### src/rtl/nios_system_nios2_div_cell.sv
// Iterative radix-2 restoring divider for the Nios II M-stage (DIV/DIVU).
// Constant WIDTH+1 edge latency from start to done, abortable by pipeline flush.
module nios_system_nios2_div_cell #(
    parameter int WIDTH = 32
) (
    input  logic             clk,
    input  logic             reset_n,
    input  logic             M_div_start,
    input  logic             M_div_signed,
    input  logic             M_div_abort,
    input  logic [WIDTH-1:0] M_div_src1,
    input  logic [WIDTH-1:0] M_div_src2,
    output logic [WIDTH-1:0] M_div_quot,
    output logic [WIDTH-1:0] M_div_rem,
    output logic             M_div_busy,
    output logic             M_div_done
);

    localparam int CW = $clog2(WIDTH);

    typedef enum logic [1:0] {
        IDLE,
        ITER,
        FIX
    } state_t;

    state_t           state;
    logic [CW-1:0]    count;
    logic [WIDTH-1:0] part_rem;
    logic [WIDTH-1:0] dividend;
    logic [WIDTH-1:0] divisor;
    logic [WIDTH-1:0] src1_orig;
    logic             q_neg;
    logic             r_neg;
    logic             dz;

    logic             sign1;
    logic             sign2;
    logic [WIDTH-1:0] mag1;
    logic [WIDTH-1:0] mag2;
    logic [WIDTH:0]   shifted;
    logic [WIDTH:0]   trial;
    logic             trial_ok;
    logic [WIDTH-1:0] quot_fixed;
    logic [WIDTH-1:0] rem_fixed;

    // Operand magnitudes; the most negative value maps to itself, read as unsigned.
    always_comb begin
        sign1 = M_div_signed & M_div_src1[WIDTH-1];
        sign2 = M_div_signed & M_div_src2[WIDTH-1];
        mag1  = sign1 ? (~M_div_src1 + 1'b1) : M_div_src1;
        mag2  = sign2 ? (~M_div_src2 + 1'b1) : M_div_src2;
    end

    // One restoring step on a WIDTH+1 bit remainder so the shifted-out carry survives.
    always_comb begin
        shifted  = {part_rem, dividend[WIDTH-1]};
        trial    = shifted - {1'b0, divisor};
        trial_ok = ~trial[WIDTH];
    end

    always_comb begin
        quot_fixed = q_neg ? (~dividend + 1'b1) : dividend;
        rem_fixed  = r_neg ? (~part_rem + 1'b1) : part_rem;
        if (dz) begin
            quot_fixed = '1;
            rem_fixed  = src1_orig;
        end
    end

    always_ff @(posedge clk or negedge reset_n) begin
        if (!reset_n) begin
            state      <= IDLE;
            count      <= '0;
            part_rem   <= '0;
            dividend   <= '0;
            divisor    <= '0;
            src1_orig  <= '0;
            q_neg      <= 1'b0;
            r_neg      <= 1'b0;
            dz         <= 1'b0;
            M_div_quot <= '0;
            M_div_rem  <= '0;
            M_div_busy <= 1'b0;
            M_div_done <= 1'b0;
        end else begin
            M_div_done <= 1'b0;
            case (state)
                IDLE: begin
                    if (M_div_start && !M_div_abort) begin
                        state      <= ITER;
                        count      <= CW'(WIDTH - 1);
                        part_rem   <= '0;
                        dividend   <= mag1;
                        divisor    <= mag2;
                        src1_orig  <= M_div_src1;
                        q_neg      <= sign1 ^ sign2;
                        r_neg      <= sign1;
                        dz         <= (M_div_src2 == '0);
                        M_div_busy <= 1'b1;
                    end
                end
                ITER: begin
                    if (M_div_abort) begin
                        state      <= IDLE;
                        M_div_busy <= 1'b0;
                    end else begin
                        part_rem <= trial_ok ? trial[WIDTH-1:0] : shifted[WIDTH-1:0];
                        dividend <= {dividend[WIDTH-2:0], trial_ok};
                        count    <= count - 1'b1;
                        if (count == '0) begin
                            state <= FIX;
                        end
                    end
                end
                FIX: begin
                    state      <= IDLE;
                    M_div_busy <= 1'b0;
                    if (!M_div_abort) begin
                        M_div_quot <= quot_fixed;
                        M_div_rem  <= rem_fixed;
                        M_div_done <= 1'b1;
                    end
                end
                default: begin
                    state      <= IDLE;
                    M_div_busy <= 1'b0;
                end
            endcase
        end
    end

endmodule

### config.mk
export PLATFORM = sky130hd
export DESIGN_NAME = nios_system_nios2_div_cell
export DESIGN_NICKNAME = d
export VERILOG_FILES = /design/src/rtl/nios_system_nios2_div_cell.sv
export SDC_FILE = /design/constraint.sdc
export NUM_CORES = 1
export LEC_CHECK = 0
export CELL_PAD_IN_SITES_DETAIL_PLACEMENT = 0
export CELL_PAD_IN_SITES_GLOBAL_PLACEMENT = 1
export CORE_ASPECT_RATIO = 1.75
export CORE_MARGIN = 2
export CORE_UTILIZATION = 30
export CTS_CLUSTER_SIZE = 28
export DETAILED_ROUTE_END_ITERATION = 10
export MAX_ROUTING_LAYER = met4
export PLACE_DENSITY_LB_ADDON = 0.1
export RECOVER_POWER = 25
export SYNTH_ARGS = -nofsm -noshare
export SYNTH_HDL_FRONTEND = slang
export SYNTH_SLANG_ARGS = --single-unit
### constraint.sdc
create_clock -name clk -period 3.1 [get_ports clk]
set_input_delay 0.465 -clock clk [delete_from_list [all_inputs] [get_ports clk]]
set_output_delay 0.465 -clock clk [all_outputs]
set_load 0.05 [all_outputs]
==> impl_metrics.ini, run 1 <==
[worst_setup_path]
crit_chain = or3_1, or4_4, or4_4, or3_4, buf_6, o41ai_4, xor2_1, nor2_1, a21oi_2, o21ai_1
critical_path_class = flip-flop to flip-flop
crit_fanout = 4
critPathTopFamily = simple AND/OR/NAND/NOR gates
worstSetupStartpoint = part_rem[7]$_DFFE_PN0P_
cp_slowest_cell = or4_4
r2r-start = part_rem[7]$_DFFE_PN0P_
crit_path_frequent_cell = or4_4
crit_required_ns = 3.48
arrival_ns = 3.48
worstSetupEndpointType = flip-flop
crit_buf_inv = 1
crit_path_max_incr_delay_ns = 0.53
start_kind = flip-flop

[power_and_ir_drop]
p_leak_nw = 7.40
powerDensity_nw_per_um2 = 736
ir_drop_mv = 0.317

[timing]
setup_viol = 0
setup_tns_ns = 0
worstMarginPinSlew_ns = 2.41
max_freq_ghz = 0.323
setup_slack_ns = 0.000857
rsz0062_at_grt = true
finalHoldViolations = 0
fin_crit_sh = 1.00
slew_headroom = -0.607
worst_clock_skew_ns = 0.0162
drv_slew = 91
period_needed_ns = 3.10

[logic_synthesis]
synthCells = 1558
ys_seq_area_frac = 0.404
synth-main-ff-cell = dfrtp_1
ys_top_cells_by_area = dfrtp_1 40%, nand2_1 8.7%, o21ai_0 7.2%
synth_area_per_cell_um2 = 8.12
ys_types = 61
synth_area_leader_cell = dfrtp_1
syn_area_um2 = 12600
synth_top_area_frac = 0.404
syn-num-nets = 1666
ys_seq_elements = 204
async_flop_share = 1.00
synth-edff-count = 0
yosysWarnings = 0

[global_routing]
grt_pass1_vias = 11752
overflow = 0
grt.total_usage = 0.191
antenna_found_initial = 1
grt_max_degree = 92
grt_pass1_wl_um = 64500

[routing]
drt_first_pass_iters = 4
vias_per_cell = 4.78
wl_um = 40800
via_count = 11349
routedWlPerCell_um = 17.2
drt_iter0_drc = 391
antenna_left = 0
drc = 0

[min_path]
worstHoldPathType = flip-flop to flip-flop
worstHoldStart = M_div_quot[24]$_DFFE_PN0P_

[outcome]
failed_checks = max-capacitance violations, max-slew violations
outcome = complete, but fails checks

[clocking]
clock-sinks = 204
cts-buffers-inserted = 22
clock_latency_ns = 0.53
clkTransAtPathRegs_ns = 0.06
htree_levels = 1
cts-root-buf = clkbuf_16
cts_tree = built
cts_buffer_depth = 3

[cells_and_area]
post_route_cells_drive_above_1_share = 0.133
final_cell_mix = 292 x nand2_1, 203 x dfrtp_1, 176 x o21ai_0
area_delta_synth_final_pct = 31.2
antenna_cells = 0
nets = 1915
layout_commonest_cell = nand2_1

[floorplan]
core-area_um2 = 41600
start_util = 0.304
io_pins = 135
rows = 99
die_w_um = 159
die_h_um = 276
fp.dieArea_um2 = 43900

[place]
gp_congestion = 0.886
hpwlAfterDp_um = 32100
pre_cts_slack_ns = -0.420
io_buffers = 134

[run]
drv_cap = 1
==> routing by layer <==
layer / wire length, um / track usage / share of wire / vias to the layer above
li1: - / - / - / 5848
met1: 15400 / 0.199 / 0.38 / 5302
met2: 23500 / 0.383 / 0.58 / 148
met3: 1060 / 0.0150 / 0.026 / 51
met4: 788 / 0.0495 / 0.019 / 0
met5: 0 / - / 0 / -
==> final cells by class <==
type / count / area, um^2
Multi-Input combinational cell: 1220 / 7170
Tap cell: 555 / 694
Fill cell: 4410 / 25000
Timing Repair Buffer: 307 / 2700
Sequential cell: 204 / 5110
Clock buffer: 33 / 673
Inverter: 52 / 195
Clock inverter: 4 / 51.3
==> state kept, by name, indices dropped and copies added (netlist names), 2 cells and up <==
name / count
state: 2
part_rem: 32
M_div_rem: 32
divisor: 32
count: 5
dividend: 32
src1_orig: 32
M_div_quot: 32
==> synthesized netlist by cell type, drive strengths merged, types with 5 or more instances <==
cell type	n
a21oi	144
dfrtp	204
a31oi	10
nor2b	9
nor2	143
inv	51
or4	10
nand2	293
or3	22
clkbuf	74
nand3	18
nor4	8
o21ai	183
o21a	8
nand2b	16
o211ai	9
and3	5
ha	38
o31ai	28
a21o	9
and2	7
or2	6
xnor2	48
xor2	97
o41ai	14
nor3	22
mux2i	25
buf	8
==> cell families (layout without fill, tap and decap cells) <==
family | after synthesis | after routing | share of synthesized area
AND/OR/NAND/NOR | 575 | 575 | 0.198
AO/OA/AOI/OAI | 435 | 435 | 0.197
flip-flops | 204 | 204 | 0.404
XOR/XNOR | 145 | 145 | 0.100
buffers and inverters | 134 | 396 | 0.0403
adder cells (fa/ha/maj) | 39 | 39 | 0.0392
multiplexers | 26 | 26 | 0.0207
==> power by group <==
part,switching (mW),internal [mW],total [mW]
registers,0.430,3.06,3.49
clock network,1.13,1.57,2.70
logic,3.13,2.87,6.00
total,4.69,7.51,12.2
==> stage by stage <==
step / std cells / area, um^2 / hold slack, ns / power, mW / util
global route: 2375 / 16600 / 0.498 / 13.1 / 0.399
detailed placement: 2333 / 15700 / 0.463 / 9.36 / 0.378
global placement: 2333 / 15700 / 0.458 / 9.31 / 0.378
floorplan: 1558 / 12600 / 0.169 / 6.85 / -
finish: 2375 / 16600 / 0.472 / 12.2 / 0.399
CTS: 2370 / 16500 / 0.0492 / 12.2 / 0.396
==> repair_timing <==
| item | in CTS | in global routing |
|---|---|---|
| hold buffers | 0 | 0 |
| cloned | 0 | 1 |
| endpoints found under the setup margin | 5 | 28 |
| resized for setup | 4 | 19 |
| pin swaps | 3 | 8 |
| setup buffers | 0 | 4 |
==> worst register-to-register path: stages, from the launching register on <==
cell and delay, ns:
dfrtp_1 0.40, or3_1 0.38, or4_4 0.51, or4_4 0.53
or3_4 0.36, buf_6 0.13, o41ai_4 0.20, xor2_1 0.16
nor2_1 0.06, a21oi_2 0.14, o21ai_1 0.07
==> worst paths after layout <==
check | endpoint | slack [ns] | cells after the start
worst max-delay path | M_div_rem[29]$_DFFE_PN0P_ | 0.0009 | 10
worst min-delay path | M_div_quot[24]$_DFFE_PN0P_ | 0.47 | 2
worst max register to register | M_div_rem[29]$_DFFE_PN0P_ | 0.0009 | 10
worst min register to register | M_div_quot[24]$_DFFE_PN0P_ | 0.47 | 2
max in group asynchronous | M_div_rem[8]$_DFFE_PN0P_ | 0.45 | 2
min in group asynchronous | M_div_done$_DFF_PN0_ | 0.67 | 1
Power figures use the tool's default switching activity.
==> inputs of run 2 (changes only) <==
--- a/config.mk
+++ b/config.mk
@@ -15,6 +15,7 @@
 export MAX_ROUTING_LAYER = met4
 export PLACE_DENSITY_LB_ADDON = 0.1
 export RECOVER_POWER = 25
+export SKIP_LAST_GASP = 1
 export SYNTH_ARGS = -nofsm -noshare
 export SYNTH_HDL_FRONTEND = slang
 export SYNTH_SLANG_ARGS = --single-unit
==> run 2 against run 1 <==
  * The flow still finishes with violations (max-capacitance violations, max-slew violations)
  * Highest routed layer unchanged
  * Clock-buffer cell count did not move
  * Cell area decreased by 0.20%
  * Clock power barely moved
  * Fmax grew 0.61%
==> impl_metrics.ini, run 2 (synthesis results as in run 1) <==
[clocking]
htree_levels = 1
cts_buffer_depth = 3
clock_latency_ns = 0.53
clock-sinks = 204
clkTransAtPathRegs_ns = 0.06
cts_hold_buffers = 0
cts-root-buf = clkbuf_16
cts_tree = built
cts-buffers-inserted = 22

[place]
gp_congestion = 0.886
io_buffers = 134
hpwlAfterDp_um = 32100

[cells_and_area]
nets = 1915
fin_util = 0.398
antenna_cells = 0
fillers = 4413
area_delta_synth_final_pct = 30.9
layout_commonest_cell = nand2_1
final_cell_mix = 292 x nand2_1, 203 x dfrtp_1, 177 x o21ai_0
post_route_cells_drive_above_1_share = 0.130

[power_and_ir_drop]
power_mw = 12.2
ir_drop_mv = 0.315
p_leak_nw = 7.39
powerDensity_nw_per_um2 = 735

[routing]
vias_per_cell = 4.78
drc = 0
via_count = 11363
drt_iter0_drc = 370
wl_um = 40700
routedWlPerCell_um = 17.2
drt_first_pass_iters = 4
antenna_left = 0

[timing]
setup_tns_ns = 0
period_needed_ns = 3.08
slew_headroom = -0.604
max_freq_ghz = 0.325
worstMarginPinSlew_ns = 2.41
drv_slew = 91
fin_crit_sh = 0.994
rsz0062_at_grt = true
worst_clock_skew_ns = 0.0149
hold_ws_ns = 0.472
finalHoldViolations = 0
setup_viol = 0

[worst_setup_path]
crit_buf_inv = 1
r2r-start = part_rem[10]$_DFFE_PN0P_
crit_fanout = 4
r2r-end = M_div_rem[29]$_DFFE_PN0P_
rr_worst_depth = 10
critPathTopFamily = simple AND/OR/NAND/NOR gates
critical_path_class = flip-flop to flip-flop
arrival_ns = 3.46
rrSetupSlack_ns = 0.02
crit_required_ns = 3.48
crit_path_max_incr_delay_ns = 0.53
start_kind = flip-flop
crit_chain = or3_4, or4_4, or4_4, or3_4, buf_6, o41ai_4, xor2_1, nor2_1, a21oi_2, o21ai_1
cp_slowest_cell = or4_4
worstSetupEndpointType = flip-flop

[floorplan]
fp.dieArea_um2 = 43900
io_pins = 135
start_util = 0.304
core-area_um2 = 41600
die_w_um = 159
rows = 99
die_h_um = 276

[global_routing]
grt_pass1_wl_um = 64500
antenna_found_initial = 1
grt.total_usage = 0.191
grt_max_degree = 92
grt_pass1_vias = 11755
overflow = 0

[outcome]
failed_checks = max-capacitance violations, max-slew violations
outcome = complete, but fails checks

[min_path]
hold-path-cell-count = 2
worstHoldStart = M_div_quot[24]$_DFFE_PN0P_
worstHoldPathType = flip-flop to flip-flop
whs_endpoint = M_div_quot[24]$_DFFE_PN0P_

[run]
drv_cap = 1
[run 2: worst max-delay path by stage]
stage / cells after the start / slack, ns / start / endpoint
CTS: 10 / -0.05 / part_rem[10]$_DFFE_PN0P_ / M_div_rem[29]$_DFFE_PN0P_
finish: 10 / 0.02 / part_rem[10]$_DFFE_PN0P_ / M_div_rem[29]$_DFFE_PN0P_
global placement: 11 / -0.41 / M_div_src1[10] / dividend[31]$_DFFE_PN0P_
detailed placement: 11 / -0.42 / M_div_src1[10] / dividend[31]$_DFFE_PN0P_
floorplan: 9 / 0.20 / part_rem[10]$_DFFE_PN0P_ / M_div_rem[29]$_DFFE_PN0P_
global route: 10 / -0.17 / part_rem[10]$_DFFE_PN0P_ / M_div_rem[29]$_DFFE_PN0P_
[run 2: timing repair]
action                     4_1_cts  5_1_grt
gates resized for setup          3       13
pin swaps                        1        6
setup endpoints to repair        5       28
cloned                           0        1
buffers inserted                 0        4
[run 2: stage by stage]
| stage | cell area, um^2 | setup WS (ns) | instances |
|---|---|---|---|
| CTS | 16500 | -0.0478 | 2370 |
| global route | 16600 | -0.171 | 2375 |
| global placement | 15700 | -0.415 | 2333 |
| floorplan | 12600 | 0.196 | 1558 |
| detailed placement | 15700 | -0.420 | 2333 |
| finish | 16600 | 0.0196 | 2375 |
[run 2: report_power, final]
group          total [mW]  internal, mW  switching (mW)
clock                2.71          1.58            1.13
combinational        5.96          2.85            3.11
sequential           3.49          3.06           0.428
[run 2: worst min-delay path: stages (launching register included)]
cell	delay [ns]
dfrtp_1	0.34
nand2_1	0.05
nand2_1	0.05
[run 2: layout make-up]
type | count | area, um^2 | share of cell area
Clock inverter | 4 | 51.3 | 0.00310
Timing Repair Buffer | 307 | 2700 | 0.163
Sequential cell | 204 | 5110 | 0.308
Inverter | 52 | 195 | 0.0118
Tap cell | 555 | 694 | 0.0419
Clock buffer | 33 | 673 | 0.0407
Multi-Input combinational cell | 1220 | 7130 | 0.431
[run 2: routing by layer]
layer	vias to the layer above	wire length [um]	part of all wire	global-route usage
met1	5320	15500	0.38	0.199
li1	5840	-	-	-
met2	153	23500	0.58	0.383
met3	50	1030	0.025	0.0150
met4	0	783	0.019	0.0495
met5	-	0	0	-
